===== src/rtl/pe_pkg.sv =====
// Shared definitions for the output-stationary systolic PE: default widths,
// FSM state encoding and saturation limits.
package pe_pkg;

  localparam int DEF_DATA_WIDTH   = 16;
  localparam int DEF_WEIGHT_WIDTH = 8;
  localparam int DEF_ACCUM_WIDTH  = 32;

  typedef enum logic [1:0] {
    ST_IDLE  = 2'd0,
    ST_ACCUM = 2'd1,
    ST_HOLD  = 2'd2
  } pe_state_e;

  // Limits are returned in 64 bits; callers keep the low w bits (w <= 64).
  function automatic logic [63:0] sat_max(input int w);
    return (64'd1 << (w - 1)) - 64'd1;
  endfunction

  function automatic logic [63:0] sat_min(input int w);
    return ~sat_max(w);
  endfunction

endpackage


===== src/rtl/systolic_pe_os_if.sv =====
// Per-PE bundle: west/north operand streams, their east/south pass-through,
// the column result chain with its drain strobes, and status flags.
interface systolic_pe_os_if
  import pe_pkg::*;
#(
  parameter int DATA_WIDTH   = DEF_DATA_WIDTH,
  parameter int WEIGHT_WIDTH = DEF_WEIGHT_WIDTH,
  parameter int ACCUM_WIDTH  = DEF_ACCUM_WIDTH
) ();

  // Valids are presence flags with no backpressure: a pair is consumed on the
  // edge where a_valid_in and b_valid_in are both high; a lone valid only
  // travels through the pass-through registers.
  logic [DATA_WIDTH-1:0]   a_in;
  logic                    a_valid_in;
  logic                    a_last_in;
  logic [WEIGHT_WIDTH-1:0] b_in;
  logic                    b_valid_in;
  logic [DATA_WIDTH-1:0]   a_out;
  logic                    a_valid_out;
  logic                    a_last_out;
  logic [WEIGHT_WIDTH-1:0] b_out;
  logic                    b_valid_out;
  logic                    drain_load;
  logic                    drain_shift;
  logic [ACCUM_WIDTH-1:0]  res_in;
  logic                    res_valid_in;
  logic                    res_ovf_in;
  logic [ACCUM_WIDTH-1:0]  res_out;
  logic                    res_valid_out;
  logic                    res_ovf_out;
  logic                    busy;
  logic                    done;
  logic                    err;

  modport master (
    output a_in, a_valid_in, a_last_in, b_in, b_valid_in,
    output drain_load, drain_shift, res_in, res_valid_in, res_ovf_in,
    input  a_out, a_valid_out, a_last_out, b_out, b_valid_out,
    input  res_out, res_valid_out, res_ovf_out, busy, done, err
  );

  modport slave (
    input  a_in, a_valid_in, a_last_in, b_in, b_valid_in,
    input  drain_load, drain_shift, res_in, res_valid_in, res_ovf_in,
    output a_out, a_valid_out, a_last_out, b_out, b_valid_out,
    output res_out, res_valid_out, res_ovf_out, busy, done, err
  );

endinterface


===== src/rtl/sat_mac.sv =====
// Combinational signed multiply-accumulate with one guard bit, overflow
// detection and clamp-or-wrap result selection.
module sat_mac
  import pe_pkg::*;
#(
  parameter int DATA_WIDTH   = DEF_DATA_WIDTH,
  parameter int WEIGHT_WIDTH = DEF_WEIGHT_WIDTH,
  parameter int ACCUM_WIDTH  = DEF_ACCUM_WIDTH,
  parameter bit SATURATE     = 1'b1
) (
  input  logic [ACCUM_WIDTH-1:0]  acc,
  input  logic [DATA_WIDTH-1:0]   a,
  input  logic [WEIGHT_WIDTH-1:0] b,
  input  logic                    clear_first,
  output logic [ACCUM_WIDTH-1:0]  next_acc,
  output logic                    ovf
);

  localparam int PW = DATA_WIDTH + WEIGHT_WIDTH;
  localparam logic [63:0] MAX64 = sat_max(ACCUM_WIDTH);
  localparam logic [63:0] MIN64 = sat_min(ACCUM_WIDTH);

  logic signed [PW-1:0]        a_x;
  logic signed [PW-1:0]        b_x;
  logic signed [PW-1:0]        prod;
  logic        [ACCUM_WIDTH:0] prod_x;
  logic        [ACCUM_WIDTH:0] acc_x;
  logic        [ACCUM_WIDTH:0] sum;

  // Operands widened to the product width first so the multiply is exact.
  assign a_x    = {{WEIGHT_WIDTH{a[DATA_WIDTH-1]}}, a};
  assign b_x    = {{DATA_WIDTH{b[WEIGHT_WIDTH-1]}}, b};
  assign prod   = a_x * b_x;
  assign prod_x = {{(ACCUM_WIDTH + 1 - PW){prod[PW-1]}}, prod};
  assign acc_x  = clear_first ? '0 : {acc[ACCUM_WIDTH-1], acc};
  assign sum    = acc_x + prod_x;
  assign ovf    = sum[ACCUM_WIDTH] ^ sum[ACCUM_WIDTH-1];

  always_comb begin
    next_acc = sum[ACCUM_WIDTH-1:0];
    if (SATURATE && ovf) begin
      next_acc = sum[ACCUM_WIDTH] ? MIN64[ACCUM_WIDTH-1:0] : MAX64[ACCUM_WIDTH-1:0];
    end
  end

endmodule


===== src/rtl/systolic_pe_os.sv =====
// Output-stationary PE: registered operand pass-through, tile accumulator FSM
// and a double-buffered result register on the column shift chain.
module systolic_pe_os
  import pe_pkg::*;
#(
  parameter int DATA_WIDTH   = DEF_DATA_WIDTH,
  parameter int WEIGHT_WIDTH = DEF_WEIGHT_WIDTH,
  parameter int ACCUM_WIDTH  = DEF_ACCUM_WIDTH,
  parameter bit SATURATE     = 1'b1
) (
  input  logic              clk,
  input  logic              rst_n,
  systolic_pe_os_if.slave   pe,
  output pe_state_e         dbg_state
);

  pe_state_e              state;
  logic [ACCUM_WIDTH-1:0] acc;
  logic                   ovf;
  logic [ACCUM_WIDTH-1:0] mac_acc;
  logic                   mac_ovf;
  logic                   fire;
  logic                   clear_first;

  assign fire        = pe.a_valid_in & pe.b_valid_in;
  assign clear_first = (state != ST_ACCUM);
  assign dbg_state   = state;

  sat_mac #(
    .DATA_WIDTH  (DATA_WIDTH),
    .WEIGHT_WIDTH(WEIGHT_WIDTH),
    .ACCUM_WIDTH (ACCUM_WIDTH),
    .SATURATE    (SATURATE)
  ) u_mac (
    .acc        (acc),
    .a          (pe.a_in),
    .b          (pe.b_in),
    .clear_first(clear_first),
    .next_acc   (mac_acc),
    .ovf        (mac_ovf)
  );

  always_ff @(posedge clk or negedge rst_n) begin
    if (!rst_n) begin
      pe.a_out       <= '0;
      pe.a_valid_out <= 1'b0;
      pe.a_last_out  <= 1'b0;
      pe.b_out       <= '0;
      pe.b_valid_out <= 1'b0;
    end else begin
      pe.a_out       <= pe.a_in;
      pe.a_valid_out <= pe.a_valid_in;
      pe.a_last_out  <= pe.a_last_in;
      pe.b_out       <= pe.b_in;
      pe.b_valid_out <= pe.b_valid_in;
    end
  end

  always_ff @(posedge clk or negedge rst_n) begin
    if (!rst_n) begin
      state             <= ST_IDLE;
      acc               <= '0;
      ovf               <= 1'b0;
      pe.busy           <= 1'b0;
      pe.done           <= 1'b0;
      pe.err            <= 1'b0;
      pe.res_out        <= '0;
      pe.res_valid_out  <= 1'b0;
      pe.res_ovf_out    <= 1'b0;
    end else begin
      // Load samples the accumulator before this edge's tile update.
      if (pe.drain_load) begin
        if (state == ST_HOLD) begin
          pe.res_out       <= acc;
          pe.res_valid_out <= 1'b1;
          pe.res_ovf_out   <= ovf;
        end else begin
          pe.res_valid_out <= 1'b0;
          pe.res_ovf_out   <= 1'b0;
        end
      end else if (pe.drain_shift) begin
        pe.res_out       <= pe.res_in;
        pe.res_valid_out <= pe.res_valid_in;
        pe.res_ovf_out   <= pe.res_ovf_in;
      end

      case (state)
        ST_IDLE, ST_ACCUM: begin
          if (fire) begin
            acc <= mac_acc;
            ovf <= clear_first ? mac_ovf : (ovf | mac_ovf);
            if (pe.a_last_in) begin
              state   <= ST_HOLD;
              pe.busy <= 1'b0;
              pe.done <= 1'b1;
            end else begin
              state   <= ST_ACCUM;
              pe.busy <= 1'b1;
              pe.done <= 1'b0;
            end
          end
        end
        ST_HOLD: begin
          if (pe.drain_load) begin
            pe.err <= 1'b0;
            if (fire) begin
              acc <= mac_acc;
              ovf <= mac_ovf;
              if (pe.a_last_in) begin
                state   <= ST_HOLD;
                pe.busy <= 1'b0;
                pe.done <= 1'b1;
              end else begin
                state   <= ST_ACCUM;
                pe.busy <= 1'b1;
                pe.done <= 1'b0;
              end
            end else begin
              state   <= ST_IDLE;
              pe.busy <= 1'b0;
              pe.done <= 1'b0;
            end
          end else if (fire) begin
            pe.err <= 1'b1;
          end
        end
        default: begin
          state   <= ST_IDLE;
          pe.busy <= 1'b0;
          pe.done <= 1'b0;
        end
      endcase
    end
  end

endmodule

===== src/flat_wrapper.sv =====
// flat-port wrapper written by rule: the top's interface ports become plain ports
module systolic_pe_os_flat import pe_pkg::*;
#(
  parameter int DATA_WIDTH   = DEF_DATA_WIDTH,
  parameter int WEIGHT_WIDTH = DEF_WEIGHT_WIDTH,
  parameter int ACCUM_WIDTH  = DEF_ACCUM_WIDTH,
  parameter bit SATURATE     = 1'b1
)
  (clk, rst_n, dbg_state, pe_a_in, pe_a_valid_in, pe_a_last_in, pe_b_in, pe_b_valid_in, pe_drain_load, pe_drain_shift, pe_res_in, pe_res_valid_in, pe_res_ovf_in, pe_a_out, pe_a_valid_out, pe_a_last_out, pe_b_out, pe_b_valid_out, pe_res_out, pe_res_valid_out, pe_res_ovf_out, pe_busy, pe_done, pe_err);
  systolic_pe_os_if #(.DATA_WIDTH(DATA_WIDTH), .WEIGHT_WIDTH(WEIGHT_WIDTH), .ACCUM_WIDTH(ACCUM_WIDTH)) pe_i ();
  input  logic clk;
  input  logic rst_n;
  output pe_state_e dbg_state;
  input wire logic [$bits(pe_i.a_in)-1:0] pe_a_in;
  input wire logic [$bits(pe_i.a_valid_in)-1:0] pe_a_valid_in;
  input wire logic [$bits(pe_i.a_last_in)-1:0] pe_a_last_in;
  input wire logic [$bits(pe_i.b_in)-1:0] pe_b_in;
  input wire logic [$bits(pe_i.b_valid_in)-1:0] pe_b_valid_in;
  input wire logic [$bits(pe_i.drain_load)-1:0] pe_drain_load;
  input wire logic [$bits(pe_i.drain_shift)-1:0] pe_drain_shift;
  input wire logic [$bits(pe_i.res_in)-1:0] pe_res_in;
  input wire logic [$bits(pe_i.res_valid_in)-1:0] pe_res_valid_in;
  input wire logic [$bits(pe_i.res_ovf_in)-1:0] pe_res_ovf_in;
  output wire logic [$bits(pe_i.a_out)-1:0] pe_a_out;
  output wire logic [$bits(pe_i.a_valid_out)-1:0] pe_a_valid_out;
  output wire logic [$bits(pe_i.a_last_out)-1:0] pe_a_last_out;
  output wire logic [$bits(pe_i.b_out)-1:0] pe_b_out;
  output wire logic [$bits(pe_i.b_valid_out)-1:0] pe_b_valid_out;
  output wire logic [$bits(pe_i.res_out)-1:0] pe_res_out;
  output wire logic [$bits(pe_i.res_valid_out)-1:0] pe_res_valid_out;
  output wire logic [$bits(pe_i.res_ovf_out)-1:0] pe_res_ovf_out;
  output wire logic [$bits(pe_i.busy)-1:0] pe_busy;
  output wire logic [$bits(pe_i.done)-1:0] pe_done;
  output wire logic [$bits(pe_i.err)-1:0] pe_err;
  assign pe_i.a_in = pe_a_in;
  assign pe_i.a_valid_in = pe_a_valid_in;
  assign pe_i.a_last_in = pe_a_last_in;
  assign pe_i.b_in = pe_b_in;
  assign pe_i.b_valid_in = pe_b_valid_in;
  assign pe_i.drain_load = pe_drain_load;
  assign pe_i.drain_shift = pe_drain_shift;
  assign pe_i.res_in = pe_res_in;
  assign pe_i.res_valid_in = pe_res_valid_in;
  assign pe_i.res_ovf_in = pe_res_ovf_in;
  assign pe_a_out = pe_i.a_out;
  assign pe_a_valid_out = pe_i.a_valid_out;
  assign pe_a_last_out = pe_i.a_last_out;
  assign pe_b_out = pe_i.b_out;
  assign pe_b_valid_out = pe_i.b_valid_out;
  assign pe_res_out = pe_i.res_out;
  assign pe_res_valid_out = pe_i.res_valid_out;
  assign pe_res_ovf_out = pe_i.res_ovf_out;
  assign pe_busy = pe_i.busy;
  assign pe_done = pe_i.done;
  assign pe_err = pe_i.err;
  systolic_pe_os #(.DATA_WIDTH(DATA_WIDTH), .WEIGHT_WIDTH(WEIGHT_WIDTH), .ACCUM_WIDTH(ACCUM_WIDTH), .SATURATE(SATURATE)) u_core (.clk(clk), .rst_n(rst_n), .pe(pe_i), .dbg_state(dbg_state));
endmodule

===== config.mk =====
export PLATFORM = sky130hd
export DESIGN_NAME = systolic_pe_os_flat
export DESIGN_NICKNAME = d
export VERILOG_FILES = /design/src/rtl/pe_pkg.sv /design/src/rtl/systolic_pe_os_if.sv /design/src/rtl/sat_mac.sv /design/src/rtl/systolic_pe_os.sv /design/src/flat_wrapper.sv
export SDC_FILE = /design/constraint.sdc
export NUM_CORES = 1
export LEC_CHECK = 0
export CORE_MARGIN = 1.5
export CORE_UTILIZATION = 52
export CTS_CLUSTER_DIAMETER = 150
export DETAILED_ROUTE_END_ITERATION = 8
export PLACE_DENSITY = 0.79
export SETUP_SLACK_MARGIN = 0.5
export SYNTH_ARGS = -nofsm -noshare
export SYNTH_HDL_FRONTEND = slang
export SYNTH_SLANG_ARGS = --single-unit

===== constraint.sdc =====
create_clock -name clk -period 4.09 [get_ports clk]
set_clock_uncertainty 0.05 [all_clocks]
set_input_delay 0.818 -clock clk [delete_from_list [all_inputs] [get_ports clk]]
set_output_delay 0.818 -clock clk [all_outputs]
set_load 0.005 [all_outputs]

Word level (Yosys, flattened, before mapping)

Cells that the tools add are included.

Logic and storage cells: 73
Output and inout port bits: 66
Input bits: 65
Bits in registers: 99

Reductions and logical operators: 10
Multiplexer cells: 37
Eq/ne operators: 7
Add/sub/neg operators: 1
Bitwise gates (word level): 3
Multiply operators: 1

Operators by type and width:

| operator                                       | number |
|---|---|
| two-way mux 32 bit                             | 7 |
| case mux 32 bit (2 select lines)               | 1 |
| adder 33 bit                                   | 1 |
| two-way mux 33 bit                             | 1 |
| multiplier 16 x 8 -> 24 bit                    | 1 |
| two-way mux 1 bit                              | 20 |
| two-way mux 2 bit                              | 4 |
| != test 2 x 1 -> 1 bit (second input constant) | 4 |
| AND reduction 2 bit                            | 4 |
| case mux 1 bit (2 select lines)                | 3 |
| nonzero test 2 bit                             | 3 |
| case mux 2 bit (2 select lines)                | 1 |
| AND reduction 4 bit                            | 1 |
| == test 2 x 1 -> 1 bit (second input constant) | 1 |
| == test 2 bit (second input constant)          | 1 |
| zero test 2 bit                                | 1 |
| != test 2 bit (second input constant)          | 1 |
| OR reduction 2 bit                             | 1 |
| AND 1 bit                                      | 1 |
| bitwise OR 1 bit                               | 1 |
| XOR 1 bit                                      | 1 |

Logic depth before layout (Yosys ltp)

Word-level depth: 8
Mapped depth: 36
Depth with buffers taken out: 33

Cells and area by module

A second synthesis with hierarchy kept.

Cell total of the unflattened synthesis: 1,031
Area total of the unflattened synthesis: 10,423.7 um2

Modules (own cells, without submodules):

| module         | area each (um2) | cells each | seq. area each (um2) | times used |
|---|---|---|---|---|
| sat_mac        | 6,628.9         | 805        | 0.0                  | 1 |
| systolic_pe_os | 3,794.9         | 226        | 2,427.3              | 1 |

Worst setup path after synthesis

OpenSTA, ideal clock, no wires.

Kind: input-to-reg
Start point: input pe_b_in[7]
End point: register u_core.acc[30]
Buffers on the path: 2
Required time: 3.919 ns
Setup time: 0.121 ns
Arrival time: 7.979 ns
Slack: -4.060 ns
Stages on the path: 31
Cells stage by stage: inv_1 -> buf_1 -> nor2_1 -> fa_1 -> fa_1 -> fa_1 -> inv_1 -> fa_1 -> inv_1 -> ha_1 -> inv_1 -> o21bai_1 -> a21oi_1 -> o21ai_0 -> a21oi_1 -> nor2b_1 -> o31a_1 -> o41ai_1 -> or4b_2 -> o211ai_1 -> ha_1 -> nand4_1 -> a211oi_1 -> a21oi_1 -> o21ai_0 -> a41oi_2 -> o21ai_2 -> xnor2_2 -> buf_2 -> a21oi_2 -> a22o_1

Word-level cells in the longest chain between the ends: 7
Elaborated cells between the ends (all ways): 8
Classes of those cells: add/sub: 1; mul: 1; mux: 5; bitwise: 1

Ends and longest elaborated chain:

| item                                                   | line                                        | source |
|---|---|---|
| start: declaration                                     | flat_wrapper.sv:17                          | `input wire logic [$bits(pe_i.b_in)-1:0] pe_b_in;` |
| multiplier 16 x 8 -> 24 bit (*)                        | sat_mac.sv:33                               | `assign prod = a_x * b_x;` |
| adder 33 bit (*)                                       | sat_mac.sv:36                               | `assign sum = acc_x + prod_x;` |
| two-way mux 32 bit / XOR 1 bit (equally long branches) | sat_mac.sv:42, sat_mac.sv:37                |  |
| two-way mux 32 bit (*)                                 | sat_mac.sv:41                               | `if (SATURATE && ovf) begin` |
| two-way mux 32 bit (*)                                 | systolic_pe_os.sv:89, systolic_pe_os.sv:106 |  |
| two-way mux 32 bit                                     | systolic_pe_os.sv:104                       | `if (pe.drain_load) begin` |
| case mux 32 bit (2 select lines) (*)                   | systolic_pe_os.sv:87                        | `case (state)` |
| end signal: assignment                                 | systolic_pe_os.sv:90                        | `acc <= mac_acc;` |
| end signal: assignment                                 | systolic_pe_os.sv:107                       | `acc <= mac_acc;` |
| end: declaration                                       | systolic_pe_os.sv:18                        | `logic [ACCUM_WIDTH-1:0] acc;` |

Every way passes the cells marked *; elsewhere a longest branch is shown, timed or not. The select of a mux whose other input is x is not followed.
A chain may end at the register's enable or synchronous reset.

Worst setup path after layout

Start point: input pe_b_in[2]
End point: register u_core.acc[14]

The elaborated chain is that of the path after synthesis.

==> reports/metrics.yaml <==
dp_hpwl_mm: 20.4
synth_top_family_by_area: "adder cells"
cpLargestDelayFamily: "adder cells"
drtIter0Drc: 413
numCtsBuffers: 9
yosysSeqAreaShare_pct: 23.6
grt_max_degree: 36
critPathLaunch: "pe_b_in[2]"
nets: 1667
drive_gt1_share_pct: 24.5
worst-path-stages: 34
hold_class: "input pin to asynchronous set/reset pin"
cp.arrival_ns: 7.71
finalHoldViolCount: 0
timing.setup.tns_ns: -108.50
vias_per_cell: 5.30
syn_avg_cell_area_sq_um: 9.33
synth_nets: 1347
fmax_ghz: 0.134
grt_util_all_layers_pct: 28.0
die_y_um: 144
final_common_cell: "buf_4"
row_count: 51
syn2layout_area_growth_pct: 37.1
postSynth.topFlopCell: "dfrtp_1"
final_cell_mix: "buf_4, inv_1, and2_1"
drv_slew: 0
start_kind: "input pin"
ctsHtreeMaxLevel: 3
drtPass1Iterations: 5
cts_buffer_depth: 2
drc: 0
routed_wl_mm: 27.8
async_flop_share_pct: 100
r2r-end: "u_core.acc[2]$_DFFE_PN0P_"
synth_mux_area_share_pct: 3.42
ant_nets: 0
synth-compound-area-share_pct: 12.8
r2r-start: "u_core.pe.done$_DFFE_PN0P_"
clkTransAtPathRegs_ns: 0.08
fillers: 1362
violations: "negative setup slack"
wl_per_cell_um: 16.4
period_minus_slack_ns: 7.46
slew_headroom_pct: 45.8
rsz0062_at_grt: "yes"
synth-simple-area-share_pct: 15.2
synthXorXnorAreaFrac_pct: 4.83
ys_ff_latch: 97
dieArea_sq_um: 20600
whs_ns: 0.330
fin_area_sq_um: 14100
antenna_found_initial: 0
cp_max_fo: 5
slowest_stage: "fa_1"
die_w_um: 144
io_pins: 131
start_util_pct: 52.9
setup_slack_ns: -3.37
clock_latency_ns: 0.37
placed_cell_area_sq_um: 13300
max_stage_delay_ns: 0.56
syn_area_sq_um: 10300
cp.required_ns: 4.34
crit_end: "u_core.acc[14]$_DFFE_PN0P_"
utilization_pct: 72.6
synth_edf_count: 0
synth_cells: 1101
cts_root_buffer: "clkbuf_16"
coreArea_sq_um: 19400
status: "finished, violations left"
synth_adder_area_share_pct: 32.8
antenna_cells: 0
grt_first_pass_wirelength_mm: 44.8
ff2ff_setup_slack_ns: -0.11
clock_sinks: 97
yosysUniqueCellTypes: 69
cts_tree: "yes"
cp-end-kind: "flop"
grt-ovfl-total: 0
setup-violations-final: 33
cp.buffers_inverters: 8
io_buffers: 130
tightest_slew_ns: 0.810
rr_worst_depth: 17
via_count: 8964
yosys_warnings: 0
cap_violations: 0
critPathKind: "input pin to flop"
grt_pass1_vias: 9352
finalCritPeriodShare_pct: 182
gp_congestion: 0.879
registers in the layout (all words and copies together), names as in the netlist:
register                 cells
u_core.pe.res_valid_out      1
u_core.dbg_state             1
u_core.pe.b_out              8
u_core.pe.a_valid_out        1
u_core.pe.a_out             16
u_core.pe.b_valid_out        1
u_core.acc                  32
u_core.pe.res_ovf_out        1
u_core.pe.a_last_out         1
u_core.pe.err                1
u_core.pe.done               1
u_core.pe.res_out           32
u_core.ovf                   1
cells by family (layout without fill, tap and decap cells):
kind of cell	after synthesis	in the layout
compound gates	208	208
xor+xnor	51	51
mux	35	35
buf+inv	191	516
flops	97	97
simple gates	309	309
fa+ha+maj	210	210
final cells by class:
type,count,area (sq um),area share (%)
tap,265,332,2.36
multi-input combinational,813,7360,52.3
sequential,97,2430,17.2
clock inverter,7,105,0.747
timing repair buffer,349,3050,21.7
clock buffer,9,225,1.60
inverter,151,571,4.05
metrics by stage:
stage | setup WS, ns | std cells
4_1_cts | -3.07 | 1684
3_5_place_dp | -4.11 | 1647
2_1_floorplan | -3.30 | 1101
6_report | -3.37 | 1691
3_3_place_gp | -3.98 | 1647
5_1_grt | -3.70 | 1691
per-layer routing:
layer | track usage [%] | part of all wire (%) | vias up
met2 | 50.4 | 53 | 219
met5 | 0 | 0 | -
met1 | 34.3 | 41 | 4439
li1 | - | - | 4241
met4 | 11.7 | 3.1 | 0
met3 | 2.63 | 3.0 | 65
synthesized netlist by cell type, drive strengths merged, types with 13 or more instances:
cell / count / area (sq um)
and2: 121 / 757
fa: 104 / 2080
xor2: 22 / 193
nand2: 113 / 424
a21o: 18 / 135
dfrtp: 97 / 2430
maj3: 29 / 319
xnor2: 26 / 235
o21ai: 90 / 462
mux2i: 34 / 340
inv: 151 / 567
clkbuf: 27 / 103
a21oi: 42 / 214
buf: 13 / 90.1
nor2: 37 / 139
ha: 77 / 963
worst min-delay path by stage:
stage / startpoint / endpoint / slack, ns / cells past startpoint
final: rst_n / u_core.pe.res_out[4]$_DFFE_PN0P_ / 0.33 / 1
after global routing: rst_n / u_core.pe.res_out[4]$_DFFE_PN0P_ / 0.36 / 1
after CTS: rst_n / u_core.pe.res_out[4]$_DFFE_PN0P_ / 0.34 / 1
after detailed placement: u_core.pe.res_out[7]$_DFFE_PN0P_ / u_core.pe.res_out[7]$_DFFE_PN0P_ / 0.42 / 2
after global placement: u_core.pe.res_out[5]$_DFFE_PN0P_ / u_core.pe.res_out[5]$_DFFE_PN0P_ / 0.41 / 2
after floorplan: u_core.acc[29]$_DFFE_PN0P_ / u_core.acc[29]$_DFFE_PN0P_ / 0.42 / 2
what timing repair did:
item	in CTS	in global routing
pin swaps	64	8
gates cloned	4	3
gates resized for setup	139	18
setup endpoints to repair	33	33
buffers inserted	17	4
hold buffers	0	0
Power is left out: the tool's default activity adds up to more than one toggle a clock period on the data nets, which glitch-free logic cannot reach.
